[src/rtl/block_sync_if.sv]
// Block-sync bus: 66-bit block input side and aligned payload/status output side.
// master = block source and payload consumer, slave = block_sync.
interface block_sync_if;
  logic        ena;
  logic [65:0] din;
  logic        slip;
  logic        block_lock;
  logic [63:0] dout;
  logic [1:0]  hdr;
  logic        dout_valid;
  logic [15:0] sh_err_cnt;

  modport master (
    output ena, din,
    input  slip, block_lock, dout, hdr, dout_valid, sh_err_cnt
  );

  modport slave (
    input  ena, din,
    output slip, block_lock, dout, hdr, dout_valid, sh_err_cnt
  );
endinterface

[src/rtl/block_sync.sv]
// 64b/66b block synchroniser: hunts for sync-header alignment by slipping the gearbox,
// declares lock after LOCK_CNT good headers and monitors windows for header errors.
module block_sync #(
  parameter int LOCK_CNT  = 64,
  parameter int INVLD_MAX = 16,
  parameter int SLIP_WAIT = 4
) (
  input  logic         clk,
  input  logic         arst,
  block_sync_if.slave  bus
);

  localparam int SHW = $clog2(LOCK_CNT + 1);
  localparam int IVW = $clog2(INVLD_MAX + 1);
  localparam int HDW = $clog2(SLIP_WAIT + 1);

  typedef enum logic [1:0] {
    HUNT      = 2'd0,
    SLIP_HOLD = 2'd1,
    LOCKED    = 2'd2
  } state_t;

  state_t         state, state_nxt;
  logic [SHW-1:0] sh_cnt, sh_nxt, sh_inc;
  logic [IVW-1:0] invld_cnt, invld_nxt, invld_inc;
  logic [HDW-1:0] hold_cnt, hold_nxt, hold_inc;
  logic [15:0]    err_cnt, err_nxt;
  logic           slip_q, slip_nxt;
  logic [63:0]    dout_q;
  logic [1:0]     hdr_q;
  logic           vld_q;
  logic           hdr_ok;

  // 01 and 10 are the only legal headers: exactly one bit set
  assign hdr_ok    = bus.din[0] ^ bus.din[1];
  assign sh_inc    = sh_cnt + SHW'(1);
  assign invld_inc = invld_cnt + IVW'(1);
  assign hold_inc  = hold_cnt + HDW'(1);

  always_comb begin
    state_nxt = state;
    sh_nxt    = sh_cnt;
    invld_nxt = invld_cnt;
    hold_nxt  = hold_cnt;
    err_nxt   = err_cnt;
    slip_nxt  = 1'b0;
    if (bus.ena) begin
      unique case (state)
        HUNT: begin
          if (hdr_ok) begin
            sh_nxt = sh_inc;
            if (sh_inc == SHW'(LOCK_CNT)) begin
              state_nxt = LOCKED;
              sh_nxt    = '0;
              invld_nxt = '0;
            end
          end else begin
            slip_nxt  = 1'b1;
            sh_nxt    = '0;
            hold_nxt  = '0;
            state_nxt = SLIP_HOLD;
          end
        end
        SLIP_HOLD: begin
          // blocks here are still misaligned by the pending shift, so they are not inspected
          hold_nxt = hold_inc;
          if (hold_inc == HDW'(SLIP_WAIT)) begin
            hold_nxt  = '0;
            sh_nxt    = '0;
            state_nxt = HUNT;
          end
        end
        LOCKED: begin
          sh_nxt = sh_inc;
          if (!hdr_ok) begin
            invld_nxt = invld_inc;
            if (err_cnt != 16'hFFFF) err_nxt = err_cnt + 16'd1;
          end
          // loss of lock wins over a window end on the same block
          if (!hdr_ok && invld_inc == IVW'(INVLD_MAX)) begin
            slip_nxt  = 1'b1;
            sh_nxt    = '0;
            invld_nxt = '0;
            hold_nxt  = '0;
            state_nxt = SLIP_HOLD;
          end else if (sh_inc == SHW'(LOCK_CNT)) begin
            sh_nxt    = '0;
            invld_nxt = '0;
          end
        end
        default: begin
          state_nxt = HUNT;
          sh_nxt    = '0;
          invld_nxt = '0;
          hold_nxt  = '0;
        end
      endcase
    end
  end

  always_ff @(posedge clk) begin
    if (arst) begin
      state     <= HUNT;
      sh_cnt    <= '0;
      invld_cnt <= '0;
      hold_cnt  <= '0;
      err_cnt   <= '0;
      slip_q    <= 1'b0;
      dout_q    <= '0;
      hdr_q     <= '0;
      vld_q     <= 1'b0;
    end else begin
      state     <= state_nxt;
      sh_cnt    <= sh_nxt;
      invld_cnt <= invld_nxt;
      hold_cnt  <= hold_nxt;
      err_cnt   <= err_nxt;
      slip_q    <= slip_nxt;
      // validity follows the state the block was received in, not the updated one
      vld_q     <= bus.ena && (state == LOCKED);
      if (bus.ena) begin
        dout_q <= bus.din[65:2];
        hdr_q  <= bus.din[1:0];
      end
    end
  end

  assign bus.slip       = slip_q;
  assign bus.block_lock = (state == LOCKED);
  assign bus.dout       = dout_q;
  assign bus.hdr        = hdr_q;
  assign bus.dout_valid = vld_q;
  assign bus.sh_err_cnt = err_cnt;

endmodule

[src/flat_wrapper.sv]
// flat-port wrapper written by rule: the top's interface ports become plain ports
module block_sync_flat 
#(
  parameter int LOCK_CNT  = 64,
  parameter int INVLD_MAX = 16,
  parameter int SLIP_WAIT = 4
)
  (clk, arst, bus_ena, bus_din, bus_slip, bus_block_lock, bus_dout, bus_hdr, bus_dout_valid, bus_sh_err_cnt);
  block_sync_if bus_i ();
  input  logic clk;
  input  logic arst;
  input wire logic [$bits(bus_i.ena)-1:0] bus_ena;
  input wire logic [$bits(bus_i.din)-1:0] bus_din;
  output wire logic [$bits(bus_i.slip)-1:0] bus_slip;
  output wire logic [$bits(bus_i.block_lock)-1:0] bus_block_lock;
  output wire logic [$bits(bus_i.dout)-1:0] bus_dout;
  output wire logic [$bits(bus_i.hdr)-1:0] bus_hdr;
  output wire logic [$bits(bus_i.dout_valid)-1:0] bus_dout_valid;
  output wire logic [$bits(bus_i.sh_err_cnt)-1:0] bus_sh_err_cnt;
  assign bus_i.ena = bus_ena;
  assign bus_i.din = bus_din;
  assign bus_slip = bus_i.slip;
  assign bus_block_lock = bus_i.block_lock;
  assign bus_dout = bus_i.dout;
  assign bus_hdr = bus_i.hdr;
  assign bus_dout_valid = bus_i.dout_valid;
  assign bus_sh_err_cnt = bus_i.sh_err_cnt;
  block_sync #(.LOCK_CNT(LOCK_CNT), .INVLD_MAX(INVLD_MAX), .SLIP_WAIT(SLIP_WAIT)) u_core (.clk(clk), .arst(arst), .bus(bus_i));
endmodule
[config.mk]
export PLATFORM = sky130hd
export DESIGN_NAME = block_sync_flat
export DESIGN_NICKNAME = d
export VERILOG_FILES = /design/src/rtl/block_sync_if.sv /design/src/rtl/block_sync.sv /design/src/flat_wrapper.sv
export SDC_FILE = /design/constraint.sdc
export NUM_CORES = 1
export LEC_CHECK = 0
export BUFFER_PORTS_ARGS = -buffer_cell sky130_fd_sc_hd__buf_2
export CORE_MARGIN = 4
export CORE_UTILIZATION = 53
export CTS_CLUSTER_DIAMETER = 100
export DETAILED_ROUTE_END_ITERATION = 6
export PLACE_DENSITY = 0.85
export SLEW_MARGIN = 10
export SYNTH_ARGS = -nofsm -noshare
export SYNTH_HDL_FRONTEND = slang
export SYNTH_SLANG_ARGS = --single-unit
[constraint.sdc]
create_clock -name clk -period 3.9 [get_ports clk]
set_input_delay 0 -clock clk [delete_from_list [all_inputs] [get_ports clk]]
set_output_delay 0 -clock clk [all_outputs]
set_load 0.05 [all_outputs]
# After elaboration in Yosys (flattened, before gate mapping)
# Cells that the tools add are included.
dict set report totals {
  register_bits 101
  inputBits 69
  output_inout_bits 85
  word_cells 63
}
dict set report classes {
  add_sub_neg 4
  n_eq_ne 13
  muxes 23
  bitwise_logic 4
  n_reduce_logical 10
}
# op n
set op_table {}
lappend op_table {{two-way mux 7 bit} 4}
lappend op_table {{two-way mux 5 bit} 5}
lappend op_table {{one-hot mux 7 bit (3 select lines)} 1}
lappend op_table {{adder 16 x 1 -> 16 bit (second input constant)} 1}
lappend op_table {{inequality test 16 bit (second input constant)} 1}
lappend op_table {{one-hot mux 5 bit (3 select lines)} 1}
lappend op_table {{two-way mux 3 bit} 3}
lappend op_table {{one-hot mux 3 bit (3 select lines)} 1}
lappend op_table {{two-way mux 2 bit} 4}
lappend op_table {{inequality test 2 x 1 -> 1 bit (second input constant)} 4}
lappend op_table {{AND reduction 4 bit} 2}
lappend op_table {{adder 7 x 1 -> 7 bit (second input constant)} 1}
lappend op_table {{== test 7 bit (second input constant)} 1}
lappend op_table {{one-hot mux 2 bit (3 select lines)} 1}
lappend op_table {{adder 5 x 1 -> 5 bit (second input constant)} 1}
lappend op_table {{== test 5 bit (second input constant)} 1}
lappend op_table {{AND reduction 5 bit} 1}
lappend op_table {{inequality test 4 bit (second input constant)} 1}
lappend op_table {{adder 3 x 1 -> 3 bit (second input constant)} 1}
lappend op_table {{== test 3 bit (second input constant)} 1}
lappend op_table {{inequality test 3 bit (second input constant)} 1}
lappend op_table {{NOT 1 bit} 3}
lappend op_table {{AND reduction 3 bit} 1}
lappend op_table {{== test 2 x 1 -> 1 bit (second input constant)} 1}
lappend op_table {{10 further kinds} 12}

# Logic depth before layout (Yosys ltp)
# Gate-level depths: netlist of the first run.
dict set report logic_depth {
  ltp_word 5
  depth_mapped 6
  mapped_depth_nobuf 6
}

# Worst setup path after synthesis of the first run
# No wires, ideal clock.
dict set report synth_path {
  path_type {register -> register}
  start {reg u_core.err_cnt[11], in the netlist u_core.bus.sh_err_cnt[11]}
  end {reg u_core.err_cnt[1], in the netlist u_core.bus.sh_err_cnt[1]}
  setup_time_ns 0.128
  arrival_ns 1.947
  path_slack_ns 1.825
  stages_incl_launch_ff 7
  path_buffers 1
  cell_sequence {dfxtp_1 > and4_1 > clkbuf_1 > nand4_1 > o21ai_1 > mux2i_1 > nor2_1}
}
dict set report synth_via {
  elab_chain_cells 2
}
# element line
set synth_rtl {}
lappend synth_rtl {{from (decl)} block_sync.sv:27} ;# logic [15:0] err_cnt, err_nxt;
lappend synth_rtl {{from (signal assigned)} block_sync.sv:117} ;# err_cnt <= err_nxt;
lappend synth_rtl {{inequality test 16 bit} block_sync.sv:77} ;# if (err_cnt != 16'hFFFF) err_nxt = err_cnt + 16'd1;
lappend synth_rtl {{AND reduction 4 bit (no line)} -}
# No other way between the ends.
# A chain may end at the register's enable or synchronous reset.

# Final worst setup path of the first run
dict set report layout_path {
  start {in bus_ena}
  end {reg u_core.invld_cnt[2]}
}
dict set report layout_via {
  elab_chain_cells 1
}
# element line
set layout_rtl {}
lappend layout_rtl {{from (decl)} flat_wrapper.sv:12} ;# input wire logic [$bits(bus_i.ena)-1:0] bus_ena;
lappend layout_rtl {{AND reduction 5 bit (no line)} -}
lappend layout_rtl {{to (signal assigned)} block_sync.sv:115} ;# invld_cnt <= invld_nxt;
lappend layout_rtl {{to (decl)} block_sync.sv:25} ;# logic [IVW-1:0] invld_cnt, invld_nxt, invld_inc;
# No other way between the ends.

==> flow_metrics.env, run 1 <==
export IMPL_rows=32
export IMPL_finalHoldViolations=0
export IMPL_synth_nets=505
export IMPL_synth_area_top_cells="dfxtp_1, mux2i_1, nor2_1, xor2_1, ha_1"
export IMPL_synth_edf_count=0
export IMPL_place_inst=665
export IMPL_worst_pin_slew_ns=1.11
export IMPL_rsz0062_at_grt="no"
export IMPL_fin_crit_sh_pct=52.5
export IMPL_antenna_found_initial=2
export IMPL_drive_gt1_share_pct=28.6
export IMPL_nets=716
export IMPL_cp_top_family="buffers and inverters"
export IMPL_r2r_start="u_core.sh_cnt[3]"
export IMPL_postCtsResizedCells=0
export IMPL_cts_tree="built"
export IMPL_routed_wl_mm=12.7
export IMPL_grtUsageTotal_pct=26.3
export IMPL_final_util_pct=76.3
export IMPL_crit_path_end="u_core.invld_cnt[2]"
export IMPL_io_buffers=153
export IMPL_holdPathStages=2
export IMPL_placed_area_um2=5040
export IMPL_layout_setup_ws_ns=1.85
export IMPL_ios=154
export IMPL_drtIter0Drc=225
export IMPL_ys_seq_area_share_pct=47.7
export IMPL_slowest_delay_ns=0.84
export IMPL_clkSlewWorstSetupHoldPaths_ns=0.10
export IMPL_ir_worst_vdd_mv=0.233
export IMPL_postCtsHoldBufs=67
export IMPL_dp_hpwl_mm=7.28
export IMPL_place_congestion=0.776
export IMPL_grt_max_degree=68
export IMPL_wl_per_cell_um=16.9
export IMPL_synth_distinct_cells=59
export IMPL_via_count=4055
export IMPL_ys_async_sr_fraction_pct=0
export IMPL_r2r_cells=5
export IMPL_avgSynthCellArea_um2=9.87
export IMPL_start_util_pct=54.6
export IMPL_fin_tns_setup_ns=0
export IMPL_route_detailed_drc=0
export IMPL_slew_viol_final=0
export IMPL_min_period_ns=2.05
export IMPL_multi_input_area_um2=2080
export IMPL_overflow=0
export IMPL_grt_pass1_wl_mm=20.5
export IMPL_status="finished, final reports clean"
export IMPL_yosysTopAreaCell="dfxtp_1"
export IMPL_critPathLaunch="bus_ena"
export IMPL_syn2layout_area_growth_pct=39.7
export IMPL_finalNonFillerCells=750
export IMPL_crit_chain="dlygate4sd3_1 -> buf_4 -> buf_4 -> a21oi_1 -> a221o_1"
export IMPL_finalSetupViolCount=0
export IMPL_power_density_nw_per_um2=374
export IMPL_cts_buffers=9
export IMPL_regToRegSetupSlack_ns=1.90
export IMPL_fin_skew_ns=0.00853
export IMPL_pre_cts_slack_ns=1.93
export IMPL_slew_limit_headroom_pct=26.1
export IMPL_path_max_fanout=67
export IMPL_ff_latch_area_um2=2020
export IMPL_critPathLaunchType="input pin"
export IMPL_vias_per_cell=5.41
export IMPL_worstReg2RegEnd="u_core.invld_cnt[2]"
export IMPL_synth_main_ff_cell="dfxtp_1"
export IMPL_crit_slowest_cell="buf_4"
export IMPL_core_area_um2=7770
export IMPL_clk_path_buf_depth=2
export IMPL_critPathBufInv=3
export IMPL_max_cap_viol_count=0
export IMPL_ys_seq_elements=101
export IMPL_fill_cells=495
export IMPL_die_width_um=97.5
export IMPL_path_class="in -> reg"
export IMPL_p_leak_nw=2.87
export IMPL_grt_pass1_vias=4288
export IMPL_hold_class="in -> reg"
export IMPL_synthCells=430
export IMPL_design_area_um2=5930
export IMPL_crit_arrival_ns=2.31
export IMPL_htreeDepth=3
export IMPL_cp_required_ns=4.16
export IMPL_cts_setup_buffers=0
export IMPL_clock_latency_ns=0.36
export IMPL_ant_nets=0
export IMPL_setup_worst_path_end_class="flip-flop"
export IMPL_first_pass_iters=5
export IMPL_die_area_um2=9500
export IMPL_max_freq_mhz=488
export IMPL_worst_path_stages=5
export IMPL_ctsRootBufferMaster="clkbuf_8"
export IMPL_synth_warnings=0
export IMPL_crit_path_frequent_cell="buf_4"
export IMPL_synth_top_area_share_pct=47.7
export IMPL_clock_sinks=101
export IMPL_dieHeight_um=97.5
export IMPL_syn_cell_area_um2=4240
## cells in the mapped netlist, drive strengths merged (4+ instances only)
library cell and n:
a21o 4, a21oi 8, a22o 5, a31oi 4
and2 4, and3 5, and4 4, buf 10
clkbuf 12, dfxtp 101, ha 6, inv 7
mux2i 69, nand2 13, nand2b 4, nand3 9
nand4 7, nor2 86, nor3 6, o211ai 4
o21ai 4, xnor2 6, xor2 14
## cell type report
cell class              instances  area share (%)
clock buffers                   9            2.09
clock inverters                 7            1.39
repair buffers                222            24.5
multi-input cells             300            35.2
flip-flops and latches        101            34.1
inverters                       7           0.443
diodes                          2          0.0845
well taps                     102            2.15
## registers in the layout, summed over array words and instances (netlist names)
name and count:
u_core.invld_cnt 5, u_core.bus.slip 1, u_core.sh_cnt 7, u_core.bus.dout 64
u_core.state 2, u_core.hold_cnt 3, u_core.bus.dout_valid 1, u_core.bus.sh_err_cnt 16
u_core.bus.hdr 2
## cells by family after synthesis
family                   count (synthesis)  synth area share (%)
AND/OR/NAND/NOR                        156                  18.0
AO/OA/AOI/OAI                           48                  8.73
flip-flops                             101                  47.7
multiplexers                            70                  16.5
XOR/XNOR                                20                  4.13
adder cells (fa/ha/maj)                  6                  1.77
buffers and inverters                   29                  3.21
## how the worst min path moves through the flow
| stage | startpoint | end | slack [ns] |
|---|---|---|---|
| floorplan | bus_din[39] | u_core.bus.dout[37] | 0.15 |
| global placement | bus_din[27] | u_core.bus.dout[25] | 0.23 |
| detailed placement | bus_din[8] | u_core.bus.dout[6] | 0.25 |
| CTS | arst | u_core.bus.dout[32] | 0.19 |
| global route | arst | u_core.bus.dout[30] | 0.24 |
| finish | arst | u_core.bus.dout[50] | 0.21 |
## layout by cell type (no fill, tap or decap), types with 7 or more instances in the layout
| master | netlist | final |
|---|---|---|
| nand4_1 | 7 | 7 |
| nand2_1 | 13 | 13 |
| dlygate4sd3_1 | 0 | 67 |
| a21oi_1 | 7 | 7 |
| nand3_1 | 9 | 9 |
| inv_1 | 7 | 7 |
| mux2i_1 | 69 | 69 |
| buf_2 | 2 | 152 |
| clkbuf_8 | 1 | 9 |
| nor2_1 | 85 | 85 |
| xor2_1 | 14 | 14 |
| dfxtp_1 | 101 | 101 |
## through the flow
| stage | power, mW | hold slack [ns] |
|---|---|---|
| 3_5_place_dp | 1.47 | 0.245 |
| 4_1_cts | 2.21 | 0.195 |
| 2_1_floorplan | 1.38 | 0.147 |
| 5_1_grt | 2.30 | 0.239 |
| 3_3_place_gp | 1.46 | 0.233 |
| 6_report | 2.22 | 0.214 |
## report_power, final
part / internal (mW) / switching (mW) / leakage [nW] / total [mW]
combinational: 0.149 / 0.271 / 1.94 / 0.419
clock: 0.308 / 0.386 / 0.104 / 0.694
sequential: 1.07 / 0.0281 / 0.827 / 1.10
total: 1.53 / 0.685 / 2.87 / 2.22
## per-layer routing
metal	global-route usage, %	vias up	share of wire (%)
li1	-	1942	-
met3	6.75	38	6.5
met2	47.7	170	52
met5	0	-	0
met1	28.8	1905	38
met4	11.7	0	3.4
No activity file was read; power rests on OpenSTA's default activity.
==> run 2, diff against run 1 <==
- CORE_UTILIZATION: 53 -> 45
- PLACE_DENSITY: 0.85 -> 0.77
- clock period: 3.9 -> 1.7 ns (I/O delays scaled with it)
==> run 2 against run 1 <==
The run now ends with negative setup slack left. Critical path depth is the same. Register-to-register slack got worse by 2.1 ns. Final cell count increased by 4.7%. Non-clock buffer count increased by 28. Sequential share of layout area fell by 1.3 points. Via count is essentially flat. Sequential power rose by 130%. Final area up 5.6%. Flip-flop and latch count did not move. Count of clock-buffer cells in the layout grew 1. Critical path type is now reg -> reg. Largest cell class unchanged. Highest routed layer unchanged.
==> flow_metrics.env, run 2 (synthesis gave the netlist of run 1 again) <==
export IMPL_clock_sinks=101
export IMPL_place_congestion=0.859
export IMPL_cp_required_ns=1.95
export IMPL_worst_pin_slew_ns=0.507
export IMPL_placed_area_um2=5300
export IMPL_clkSlewWorstSetupHoldPaths_ns=0.10
export IMPL_setup_worst_path_end_class="flip-flop"
export IMPL_critPathLaunchType="flip-flop"
export IMPL_crit_path_end="u_core.invld_cnt[2]"
export IMPL_wl_per_cell_um=15.0
export IMPL_ctsRootBufferMaster="clkbuf_8"
export IMPL_start_util_pct=46.1
export IMPL_finalSetupViolCount=10
export IMPL_crit_slowest_cell="or4b_4"
export IMPL_slew_viol_final=0
export IMPL_grt_max_degree=44
export IMPL_regToRegSetupSlack_ns=-0.17
export IMPL_rows=35
export IMPL_route_detailed_drc=0
export IMPL_cts_tree="built"
export IMPL_die_width_um=105
export IMPL_via_count=4058
export IMPL_drive_gt1_share_pct=35.9
export IMPL_finalNonFillerCells=785
export IMPL_first_pass_iters=4
export IMPL_largest_register_ffs=64
export IMPL_drtIter0Drc=225
export IMPL_syn2layout_area_growth_pct=47.5
export IMPL_nets=744
export IMPL_max_cap_viol_count=0
export IMPL_overflow=0
export IMPL_violations="negative setup slack"
export IMPL_clk_path_buf_depth=2
export IMPL_final_common_cell="buf_2"
export IMPL_crit_chain="or4b_4 -> o22a_1 -> o41ai_2 -> a21oi_2 -> a221o_1"
export IMPL_power_total_mw=4.96
export IMPL_r2r_start="u_core.sh_cnt[3]"
export IMPL_min_period_ns=1.87
export IMPL_grtUsageTotal_pct=21.4
export IMPL_ant_nets=0
export IMPL_slowest_delay_ns=0.52
export IMPL_fill_cells=711
export IMPL_crit_arrival_ns=2.12
export IMPL_hold_class="in -> reg"
export IMPL_dp_hpwl_mm=7.48
export IMPL_critPathLaunch="u_core.sh_cnt[3]"
export IMPL_r2r_cells=5
export IMPL_slew_limit_headroom_pct=66.2
export IMPL_critPathBufInv=0
export IMPL_worst_path_stages=5
export IMPL_clock_latency_ns=0.36
export IMPL_finalHoldViolations=0
export IMPL_final_util_pct=68.1
export IMPL_final_cell_mix="buf_2, nor2_1, dfxtp_1"
export IMPL_antenna_found_initial=0
export IMPL_status="complete, but fails checks"
export IMPL_rsz0062_at_grt="yes"
export IMPL_routed_wl_mm=11.8
export IMPL_grt_pass1_vias=4264
export IMPL_power_density_nw_per_um2=793
export IMPL_cts_buffers=9
export IMPL_fin_skew_ns=0.00967
export IMPL_io_buffers=153
export IMPL_ios=154
export IMPL_path_class="reg -> reg"
export IMPL_path_max_fanout=5
export IMPL_die_area_um2=11000
export IMPL_vias_per_cell=5.17
export IMPL_dieHeight_um=105
export IMPL_grt_pass1_wl_mm=19.8
export IMPL_fin_crit_sh_pct=110
export IMPL_p_leak_nw=3.03
export IMPL_worstReg2RegEnd="u_core.invld_cnt[2]"
export IMPL_cp_top_family="compound AO/OA/AOI/OAI gates"
export IMPL_max_freq_mhz=534
export IMPL_ir_worst_vdd_mv=0.515
export IMPL_diodes=0
export IMPL_place_inst=700
export IMPL_layout_setup_ws_ns=-0.173
export IMPL_core_area_um2=9200
export IMPL_design_area_um2=6260
export IMPL_htreeDepth=3
-- run 2: cell count changes in the layout (fill, tap and decap cells not counted), moves of 2 or more --
cell	previous run	this run
buf_4	3	28
dfxtp_2	0	14
dfxtp_1	101	83
diode_2	2	0
dfxtp_4	0	4
-- run 2: final cells by class --
type	instances	area [um^2]	area share, %
Clock buffer	10	138	2.20
Sequential cell	101	2050	32.8
Clock inverter	6	52.6	0.840
Inverter	7	26.3	0.420
Timing Repair Buffer	250	1680	26.9
Tap cell	111	139	2.22
Multi-Input combinational cell	300	2170	34.6
-- run 2: worst min-delay path by stage --
stage                 from                   to  slack [ns]  depth (start not counted)
2_1_floorplan  bus_din[39]  u_core.bus.dout[37]        0.15                          2
3_3_place_gp   bus_din[44]  u_core.bus.dout[42]        0.23                          3
3_5_place_dp   bus_din[53]  u_core.bus.dout[51]        0.24                          3
4_1_cts         bus_din[1]      u_core.state[1]        0.33                          6
5_1_grt         bus_din[1]      u_core.state[1]        0.37                          6
6_report        bus_din[1]      u_core.state[1]        0.34                          6
-- run 2: where the power goes --
part	switching, mW	internal [mW]
Clock	0.868	0.599
Combinational	0.618	0.370
Sequential	0.0505	2.46
-- run 2: routing by layer --
layer | track usage [%] | wire (um)
met1 | 24.6 | 4730
met5 | 0 | 0
met2 | 38.7 | 6170
met3 | 3.89 | 539
met4 | 8.90 | 320
-- run 2: worst min-delay path: cells and delay by family --
kind                   cells  cell delay, ns
AND/OR/NAND/NOR            2            0.10
buffers and inverters      2            0.29
XOR/XNOR                   1            0.21
AO/OA/AOI/OAI              1            0.05
-- run 2: through the flow --
step | worst slack, ns | hold slack (ns) | setup TNS [ns]
after global routing | -0.226 | 0.366 | -1.43
after floorplan | -0.0992 | 0.147 | -0.233
final | -0.173 | 0.341 | -0.651
after CTS | -0.170 | 0.325 | -0.721
after global placement | -0.136 | 0.232 | -0.517
after detailed placement | -0.185 | 0.244 | -1.21
-- run 2: what timing repair did --
action | 4_1_cts | 5_1_grt
setup endpoints to repair | 16 | 19
endpoints found under the hold margin | 67 | 0
setup buffers | 1 | 0
hold buffers | 68 | 0
pin swaps | 8 | 1
resized for setup | 10 | 10
